--- config.mk ---
export PLATFORM = sky130hd
export DESIGN_NAME = fp_accum
export DESIGN_NICKNAME = d
export VERILOG_FILES = /design/src/rtl/fp_accum.sv
export SDC_FILE = /design/constraint.sdc
export NUM_CORES = 1
export LEC_CHECK = 0
export ABC_AREA = 1
export BUFFER_PORTS_ARGS = -buffer_cell sky130_fd_sc_hd__buf_2
export CAP_MARGIN = 25
export CELL_PAD_IN_SITES_DETAIL_PLACEMENT = 2
export CELL_PAD_IN_SITES_GLOBAL_PLACEMENT = 2
export CORE_ASPECT_RATIO = 1.5
export CORE_MARGIN = 5
export CORE_UTILIZATION = 39
export CTS_BUF_LIST = sky130_fd_sc_hd__clkbuf_2 sky130_fd_sc_hd__clkbuf_4 sky130_fd_sc_hd__clkbuf_8
export DETAILED_ROUTE_END_ITERATION = 7
export GPL_TIMING_DRIVEN = 0
export PLACE_DENSITY_LB_ADDON = 0.25
export SLEW_MARGIN = 20
export SYNTH_ARGS = -nofsm -noshare
export SYNTH_HDL_FRONTEND = slang
export SYNTH_SLANG_ARGS = --single-unit
--- constraint.sdc ---
create_clock -name clk -period 34.8 [get_ports clk]
set_clock_uncertainty 0.05 [all_clocks]
set_input_delay 3.48 -clock clk [delete_from_list [all_inputs] [get_ports clk]]
set_output_delay 3.48 -clock clk [all_outputs]
set_load 0.1 [all_outputs]
--- src/rtl/fp_accum.sv ---
// fp_accum: streaming IEEE-754 single-precision accumulator, one element per 4 cycles (accept/ALIGN/ADD/NORM).
// Sum and element count are held in DONE until taken by out_ready; in_ready stays low while busy or holding a result.
module fp_accum #(
  parameter int DATA_WIDTH = 32,
  parameter int EXP_WIDTH  = 8,
  parameter int MAN_WIDTH  = 23,
  parameter int CNT_WIDTH  = 16
) (
  input  logic                  clk,
  input  logic                  rst,
  input  logic                  in_valid,
  output logic                  in_ready,
  input  logic [DATA_WIDTH-1:0] in_data,
  input  logic                  in_last,
  output logic                  out_valid,
  input  logic                  out_ready,
  output logic [DATA_WIDTH-1:0] out_data,
  output logic [CNT_WIDTH-1:0]  out_count
);
  localparam int MW  = MAN_WIDTH + 4;
  localparam int EW2 = EXP_WIDTH + 2;
  localparam int LZW = $clog2(MW + 1);
  localparam logic [EXP_WIDTH-1:0]  EXP_ONES = '1;
  localparam logic [DATA_WIDTH-1:0] QNAN = {1'b0, EXP_ONES, 1'b1, {(MAN_WIDTH-1){1'b0}}};

  typedef enum logic [2:0] {S_IDLE, S_ALIGN, S_ADD, S_NORM, S_DONE} state_t;
  state_t r_state, w_state_nxt;

  logic [DATA_WIDTH-1:0] r_op, r_acc;
  logic                  r_last, r_nan;
  logic [CNT_WIDTH-1:0]  r_cnt;
  logic [MW-1:0]         r_ma, r_mb;
  logic                  r_sa, r_sb, r_sign;
  logic [MW:0]           r_sum;
  logic [EW2-1:0]        r_exp;
  logic                  r_nan_new, r_inf, r_inf_sign;

  logic                  w_op_s, w_acc_s, w_acc_big, w_op_nan, w_op_inf, w_acc_inf;
  logic [EXP_WIDTH-1:0]  w_op_e, w_acc_e, w_big_e, w_diff;
  logic [MAN_WIDTH-1:0]  w_op_m, w_acc_m;
  logic [MW-1:0]         w_op_mx, w_acc_mx, w_small;

  always_comb begin
    {w_op_s, w_op_e, w_op_m}    = r_op;
    {w_acc_s, w_acc_e, w_acc_m} = r_acc;
    // exp==0 covers both zero and denormal: both treated as zero
    w_op_mx   = (w_op_e == '0) ? '0 : {1'b1, w_op_m, 3'b000};
    w_acc_mx  = (w_acc_e == '0) ? '0 : {1'b1, w_acc_m, 3'b000};
    w_acc_big = (w_acc_e >= w_op_e);
    w_big_e   = w_acc_big ? w_acc_e : w_op_e;
    w_diff    = w_acc_big ? (w_acc_e - w_op_e) : (w_op_e - w_acc_e);
    w_small   = w_acc_big ? w_op_mx : w_acc_mx;
    w_small   = (w_diff >= EXP_WIDTH'(MW)) ? '0 : (w_small >> w_diff);
    w_op_nan  = (w_op_e == EXP_ONES) && (w_op_m != '0);
    w_op_inf  = (w_op_e == EXP_ONES) && (w_op_m == '0);
    w_acc_inf = (w_acc_e == EXP_ONES) && (w_acc_m == '0);
  end

  logic [LZW-1:0]        w_lzc;
  logic                  w_found;
  logic [MAN_WIDTH-1:0]  w_frac;
  logic [EW2-1:0]        w_norm_e;
  logic [DATA_WIDTH-1:0] w_res;
  logic                  w_res_nan;

  always_comb begin
    w_lzc   = '0;
    w_found = 1'b0;
    for (int i = MW - 1; i >= 0; i--) begin
      if (!w_found) begin
        if (r_sum[i]) w_found = 1'b1;
        else          w_lzc   = w_lzc + LZW'(1);
      end
    end
    if (r_sum[MW]) begin
      w_frac   = r_sum[MW-1:4];
      w_norm_e = r_exp + EW2'(1);
    end else begin
      w_frac   = MAN_WIDTH'((r_sum[MW-1:0] << w_lzc) >> 3);
      w_norm_e = r_exp - EW2'(w_lzc);
    end
    w_res_nan = r_nan || r_nan_new;
    if (w_res_nan)
      w_res = QNAN;
    else if (r_inf)
      w_res = {r_inf_sign, EXP_ONES, {MAN_WIDTH{1'b0}}};
    else if ((r_sum == '0) || w_norm_e[EW2-1] || (w_norm_e == '0))
      w_res = '0;
    else if (w_norm_e >= EW2'(EXP_ONES))
      w_res = {r_sign, EXP_ONES, {MAN_WIDTH{1'b0}}};
    else
      w_res = {r_sign, w_norm_e[EXP_WIDTH-1:0], w_frac};
  end

  // FSM: state register
  always_ff @(posedge clk) begin
    if (rst) r_state <= S_IDLE;
    else     r_state <= w_state_nxt;
  end

  always_comb begin
    w_state_nxt = r_state;
    case (r_state)
      S_IDLE:  if (in_valid) w_state_nxt = S_ALIGN;
      S_ALIGN: w_state_nxt = S_ADD;
      S_ADD:   w_state_nxt = S_NORM;
      S_NORM:  w_state_nxt = r_last ? S_DONE : S_IDLE;
      S_DONE:  if (out_ready) w_state_nxt = S_IDLE;
      default: w_state_nxt = S_IDLE;
    endcase
  end

  always_comb begin
    in_ready  = (r_state == S_IDLE);
    out_valid = (r_state == S_DONE);
  end

  assign out_data  = r_acc;
  assign out_count = r_cnt;

  always_ff @(posedge clk) begin
    if (rst) begin
      r_acc  <= '0;
      r_cnt  <= '0;
      r_nan  <= 1'b0;
      r_op   <= '0;
      r_last <= 1'b0;
    end else begin
      case (r_state)
        S_IDLE: if (in_valid && in_ready) begin
          r_op   <= in_data;
          r_last <= in_last;
          if (r_cnt != '1) r_cnt <= r_cnt + CNT_WIDTH'(1);
        end
        S_NORM: begin
          r_acc <= w_res;
          if (w_res_nan) r_nan <= 1'b1;
        end
        S_DONE: if (out_ready) begin
          r_acc <= '0;
          r_cnt <= '0;
          r_nan <= 1'b0;
        end
        default: ;
      endcase
    end
  end

  // datapath pipeline registers; only meaningful after ALIGN has loaded them
  always_ff @(posedge clk) begin
    case (r_state)
      S_ALIGN: begin
        r_ma       <= w_acc_big ? w_acc_mx : w_op_mx;
        r_mb       <= w_small;
        r_sa       <= w_acc_big ? w_acc_s : w_op_s;
        r_sb       <= w_acc_big ? w_op_s : w_acc_s;
        r_exp      <= EW2'(w_big_e);
        r_nan_new  <= w_op_nan || (w_op_inf && w_acc_inf && (w_op_s != w_acc_s));
        r_inf      <= w_op_inf || w_acc_inf;
        r_inf_sign <= w_op_inf ? w_op_s : w_acc_s;
      end
      S_ADD: begin
        if (r_sa == r_sb) begin
          r_sum  <= {1'b0, r_ma} + {1'b0, r_mb};
          r_sign <= r_sa;
        end else if (r_ma >= r_mb) begin
          r_sum  <= {1'b0, r_ma - r_mb};
          r_sign <= r_sa;
        end else begin
          r_sum  <= {1'b0, r_mb - r_ma};
          r_sign <= r_sb;
        end
      end
      default: ;
    endcase
  end
endmodule
==> flow_summary.yaml, run 1 <==
outcome:
  status: "finished clean"
timing:
  hold_viol_final: 0
  worstMarginPinSlew_ns: 1.08
  fin_crit_sh_pct: 48.0
  drv_slew: 0
  setup_tns_ns: 0
  setup_viol: 0
  clock.fmax_mhz: 59.8
  relSlewSlack_pct: 27.8
  fin_crit_ns: 16.71
  rsz0062_at_grt: "false"
finish:
  fin_area_um2: 19300
  drive_gt1_share_pct: 9.87
  nNetsFinal: 3021
  area_growth_pct: 9.58
logic_synthesis:
  synthXorXnorAreaFrac_pct: 2.73
  synth_area_leaders: "edfxtp_1, nand2_1, dfxtp_1"
  synthTopCellsByCount: "nand2_1, inv_1, o21ai_0, a21oi_1, nor2_1"
  synth.top_cell.area_share_pct: 15.9
  synthFlopType: "edfxtp_1"
  yosysTopAreaCell: "edfxtp_1"
  synth_most_common_cell: "nand2_1"
  async_reset_ff_share_pct: 0
  syn_nets: 2909
  synth_adder_area_share_pct: 8.82
  ys_seq_area_share_pct: 25.5
  synth_edf_count: 93
  ys_seq_elements: 178
  synth_compound_area_share_pct: 19.3
  synth_cells: 2751
  syn_avg_cell_area_um2: 6.40
  synth_top_family_by_area: "simple AND/OR/NAND/NOR gates"
  synthMuxAreaShare_pct: 0.626
  synthSimpleGateAreaFrac_pct: 32.1
  synth_cell_types: 65
  synthesis.area_um2: 17600
  ys_warn_count: 0
drt:
  dr.pass1.iters: 5
  avgRoutedWirePerCell_um: 23.8
  first_iter_violations: 984
  via_per_inst: 5.77
  vias: 20000
  drc: 0
  drt-total-wl_um: 82300
  ant_nets: 0
global_routing:
  antenna_found_initial: 2
  grt_pass1_vias: 22600
  grt_use_total_pct: 32.6
  grt_pass1_wl_um: 127000
  grt_max_degree: 28
  grt_overflow: 0
power:
  powerDensity_nw_per_um2: 44.2
  peakVddDrop_mv: 0.0364
  p_leak_nw: 8.82
clock_tree:
  post_cts_resized: 0
  post-cts-setup-buffers: 0
  cts_made_buffers: 17
  cts_tree: "built"
  cts_root_buffer: "clkbuf_8"
  path_clk_slew_ns: 0.12
  clock_sinks: 178
  htree_levels: 4
  postCtsHoldBufs: 0
  cts_max_path_buffers: 2
  clock_latency_ns: 0.55
critical_path:
  startpoint_type: "flop"
  timing.reg2reg.setup_slack_ns: 18.09
  r2r_start: "r_sum[25]$_DFFE_PP_"
  max_stage_delay_ns: 0.73
  crit_arrival_ns: 17.11
  rr_worst_depth: 95
  worstPathMaxFanout: 10
  slowest_stage: "nor4_1"
  r2r_end: "out_data[4]$_SDFFE_PP0P_"
  criticalPathCategory: "reg2reg"
  cp.required_ns: 35.19
  crit_path_end_kind: "flop"
  path_common_cell: "nand2_1"
placement:
  gp_congestion: 0.955
  post-dp-hpwl_um: 68600
  placed_cell_area_um2: 18900
  numPortBuffers: 85
min_path:
  min_path_type: "reg2reg"
  hold_path_depth: 2
  min_to: "r_last$_SDFFE_PP0P_"
  holdCritStartpoint: "r_last$_SDFFE_PP0P_"
floorplanning:
  core_um2: 44700
  dieArea_um2: 49600
  initial_core_util_pct: 39.4
  dieHeight_um: 270
  die_x_um: 183
  fp-row-count: 95
  io_pins: 87
job:
  drv_cap: 0
==> stage by stage <==
stage | power (mW) | std cells | utilization, % | hold WS [ns] | setup WS [ns]
global placement | 0.655 | 3418 | 42.0 | 0.394 | 19.14
global route | 0.897 | 3459 | 43.1 | 0.458 | 16.76
CTS | 0.847 | 3457 | 43.1 | 0.432 | 17.72
finish | 0.853 | 3459 | 43.1 | 0.434 | 18.09
floorplan | 0.526 | 2751 | - | 0.376 | 21.80
detailed placement | 0.684 | 3425 | 42.2 | 0.414 | 17.83
==> routing by layer <==
layer | global-route usage [%] | share of wire, % | vias up
li1 | - | - | 9274
met1 | 30.7 | 34 | 9889
met2 | 63.3 | 55 | 511
met3 | 3.85 | 2.8 | 293
met4 | 22.8 | 8.1 | 2
met5 | 0 | 0.017 | -
==> state kept, by name, indices dropped and copies added, names as in the netlist, 3 cells and up <==
name	count
r_ma	24
r_op	32
out_data	32
r_mb	27
r_sum	28
r_exp	8
r_state	3
out_count	16
==> logic make-up (layout without fill, tap and decap cells) <==
kind of cell               Yosys count  in the layout
adders and majority gates          121            121
xor gates and xnor gates            51             51
AOI/OAI and AO/OA                  629            629
DFF                                178            178
muxes                               11             11
buffers and inverters              499            624
other                                0              1
and+or+nand+nor                   1262           1262
==> critical path: cells and delay by family, from the launching register on <==
family	cells	cell delay [ns]
fa+ha+maj	14	4.28
flops	1	0.49
simple gates	42	5.08
xor+xnor	3	0.59
buf+inv	13	1.78
compound gates	23	4.34
==> cell usage in the layout, fill, tap and decap left out, types with 6 or more instances in the layout <==
master,count
nand2_1,717
o211ai_1,9
or2_2,14
o21bai_1,7
o21a_1,9
clkbuf_8,17
a31oi_1,6
mux2i_1,11
xnor2_1,6
buf_4,7
a21oi_1,237
dfxtp_1,85
nor4_1,25
inv_8,7
inv_2,36
nor2_8,6
inv_1,355
buf_2,98
clkinv_1,9
xor2_1,40
nand4_1,29
o22ai_1,15
nor2_2,9
nor2_4,9
ha_1,116
nand3b_1,8
nor2_1,192
nand2_4,7
edfxtp_1,93
nand2_2,25
a211oi_1,11
nand3_2,17
clkbuf_1,74
nand3_1,167
o21ai_0,254
o21ai_1,46
nor3_1,27
==> layout make-up <==
cell class / instances / area [um2]
multi-input combinational: 2074 / 11200
antenna: 1 / 2.50
inverter: 402 / 1510
buffer: 97 / 414
tap: 582 / 728
timing repair buffer: 93 / 495
clock buffer: 18 / 241
sequential: 178 / 4490
clock inverter: 14 / 184
fill: 5631 / 25400
==> power by group <==
group          internal [mW]  total [mW]  switching, mW
clock                 0.0627       0.160         0.0974
sequential             0.244       0.262         0.0185
combinational          0.111       0.431          0.319
==> worst max-delay path by stage <==
| stage | depth (start not counted) | to | start | slack [ns] |
|---|---|---|---|---|
| after floorplan | 96 | out_data[3]$_SDFFE_PP0P_ | r_sum[25]$_DFFE_PP_ | 21.80 |
| after global placement | 94 | out_data[3]$_SDFFE_PP0P_ | r_sum[25]$_DFFE_PP_ | 19.14 |
| after detailed placement | 94 | out_data[4]$_SDFFE_PP0P_ | r_sum[25]$_DFFE_PP_ | 17.83 |
| after CTS | 94 | out_data[17]$_SDFFE_PP0P_ | r_sum[25]$_DFFE_PP_ | 17.72 |
| after global routing | 95 | out_data[17]$_SDFFE_PP0P_ | r_sum[25]$_DFFE_PP_ | 16.76 |
| final | 95 | out_data[4]$_SDFFE_PP0P_ | r_sum[25]$_DFFE_PP_ | 18.09 |
(Power assumes the default switching activity.)
==> run 2: changes to the inputs <==
- CORE_UTILIZATION: 39 -> 36
- clock period: 34.8 -> 15.9 ns (I/O delays scaled with it)
==> run 2 against run 1 <==
- final cell count up 2.4%
- largest cell class unchanged
- via count down 2.6%
- combinational power up 110%
- die area up 7.9%
- worst hold slack better by 0.0037 ns
- flip-flop and latch count unchanged
- register-to-register slack worse by 17 ns
- sequential share of layout area down 0.28 points
- cell area up 1.2%
- total power up 120%
- sequential power up 120%
- setup slack worse by 17 ns
==> flow_summary.yaml, run 2 (synthesis results as in run 1) <==
timing:
  setup_viol: 0
  hold_viol_final: 0
  fin_crit_sh_pct: 93.2
  drv_slew: 0
  clock.fmax_mhz: 67.5
  fin_crit_ns: 14.82
  worstMarginPinSlew_ns: 1.05
  hold-worst-slack_ns: 0.438
  relSlewSlack_pct: 29.7
critical_path:
  crit_arrival_ns: 15.22
  worstPathMaxFanout: 10
  slowest_stage: "edfxtp_1"
  crit_path_end_kind: "flop"
  startpoint_type: "flop"
  max_stage_delay_ns: 0.46
  cp.required_ns: 16.30
  path_common_cell: "nand2_1"
  criticalPathCategory: "reg2reg"
clock_tree:
  cts_max_path_buffers: 2
  cts_made_buffers: 17
  path_clk_slew_ns: 0.12
  cts_tree: "built"
  clock_sinks: 178
  postCtsHoldBufs: 0
  clock_latency_ns: 0.54
  cts_root_buffer: "clkbuf_8"
  htree_levels: 4
global_routing:
  grt_max_degree: 28
  grt_pass1_wl_um: 120000
  grt_pass1_vias: 21900
  antenna_found_initial: 2
  grt_overflow: 0
  grt_use_total_pct: 28.6
power:
  peakVddDrop_mv: 0.0692
  powerDensity_nw_per_um2: 94.2
  power.total_mw: 1.84
  p_leak_nw: 8.88
finish:
  final_core_util_pct: 40.2
  area_growth_pct: 10.9
  layout_common_cells: "nand2_1, inv_1, o21ai_0"
  final_common_cell: "nand2_1"
  nNetsFinal: 3029
  drive_gt1_share_pct: 10.6
  fin_area_um2: 19500
  finalNonFillerCells: 3542
drt:
  drt-total-wl_um: 78200
  ant_nets: 0
  vias: 19500
  drc: 0
  via_per_inst: 5.49
  dr.pass1.iters: 5
  first_iter_violations: 842
  avgRoutedWirePerCell_um: 22.1
floorplanning:
  core_um2: 48600
  fp-row-count: 99
  io_pins: 87
  die_x_um: 191
  dieHeight_um: 281
  dieArea_um2: 53500
  initial_core_util_pct: 36.2
outcome:
  status: "finished clean"
placement:
  gp_congestion: 0.969
  placed_cell_area_um2: 18900
  dp.cells: 3499
  numPortBuffers: 85
  post-dp-hpwl_um: 66100
job:
  drv_cap: 0
min_path:
  min_path_type: "reg2reg"
## run 2: routing by layer
metal / vias to the layer above / global-route usage, % / part of all wire, % / routed length (um)
met5: - / 0 / 0.017 / 13
met2: 345 / 59.6 / 57 / 44400
li1: 9292 / - / - / -
met3: 197 / 2.27 / 2.1 / 1630
met4: 2 / 14.5 / 6.0 / 4700
met1: 9616 / 27.1 / 35 / 27500
## run 2: path summary, 6_finish.rpt
kind                         start                        end  slack, ns  depth (start not counted)
max            r_sum[25]$_DFFE_PP_  out_data[17]$_SDFFE_PP0P_       1.08                         96
min          r_op[11]$_SDFFE_PP0P_      r_op[11]$_SDFFE_PP0P_       0.44                          2
max reg2reg    r_sum[25]$_DFFE_PP_  out_data[17]$_SDFFE_PP0P_       1.08                         96
min reg2reg  r_op[11]$_SDFFE_PP0P_      r_op[11]$_SDFFE_PP0P_       0.44                          2
## run 2: report_power, final
part | switching (mW) | internal, mW
clock network | 0.208 | 0.134
logic | 0.677 | 0.247
registers | 0.0395 | 0.533
## run 2: repair_timing
action	in CTS	in global routing
endpoints found under the setup margin	22	32
gates resized for setup	2	22
pin swaps	1	7
setup buffers	1	8
endpoints found under the hold margin	0	0
## run 2: metrics by stage
stage	setup WS, ns	TNS [ns]
finish	1.08	0
global route	-0.0980	-0.413
CTS	0.0308	0
detailed placement	-0.624	-8.48
global placement	0.261	0
floorplan	2.90	0
## run 2: area by class of cell
| cell class | count | area [um2] |
|---|---|---|
| multi-input combinational | 2074 | 11300 |
| tap | 656 | 821 |
| timing repair buffer | 101 | 558 |
| antenna | 2 | 5.00 |
| clock inverter | 15 | 191 |
| fill | 6142 | 29000 |
| sequential | 178 | 4490 |
| inverter | 402 | 1510 |
| clock buffer | 17 | 234 |
| buffer | 97 | 418 |
## run 2: critical path, delay by kind of cell (launching register included)
family / cells / cell delay [ns]
simple gates: 49 / 5.15
flops: 1 / 0.46
buf+inv: 11 / 1.22
fa+ha+maj: 14 / 4.04
xor+xnor: 3 / 0.61
compound gates: 19 / 3.14
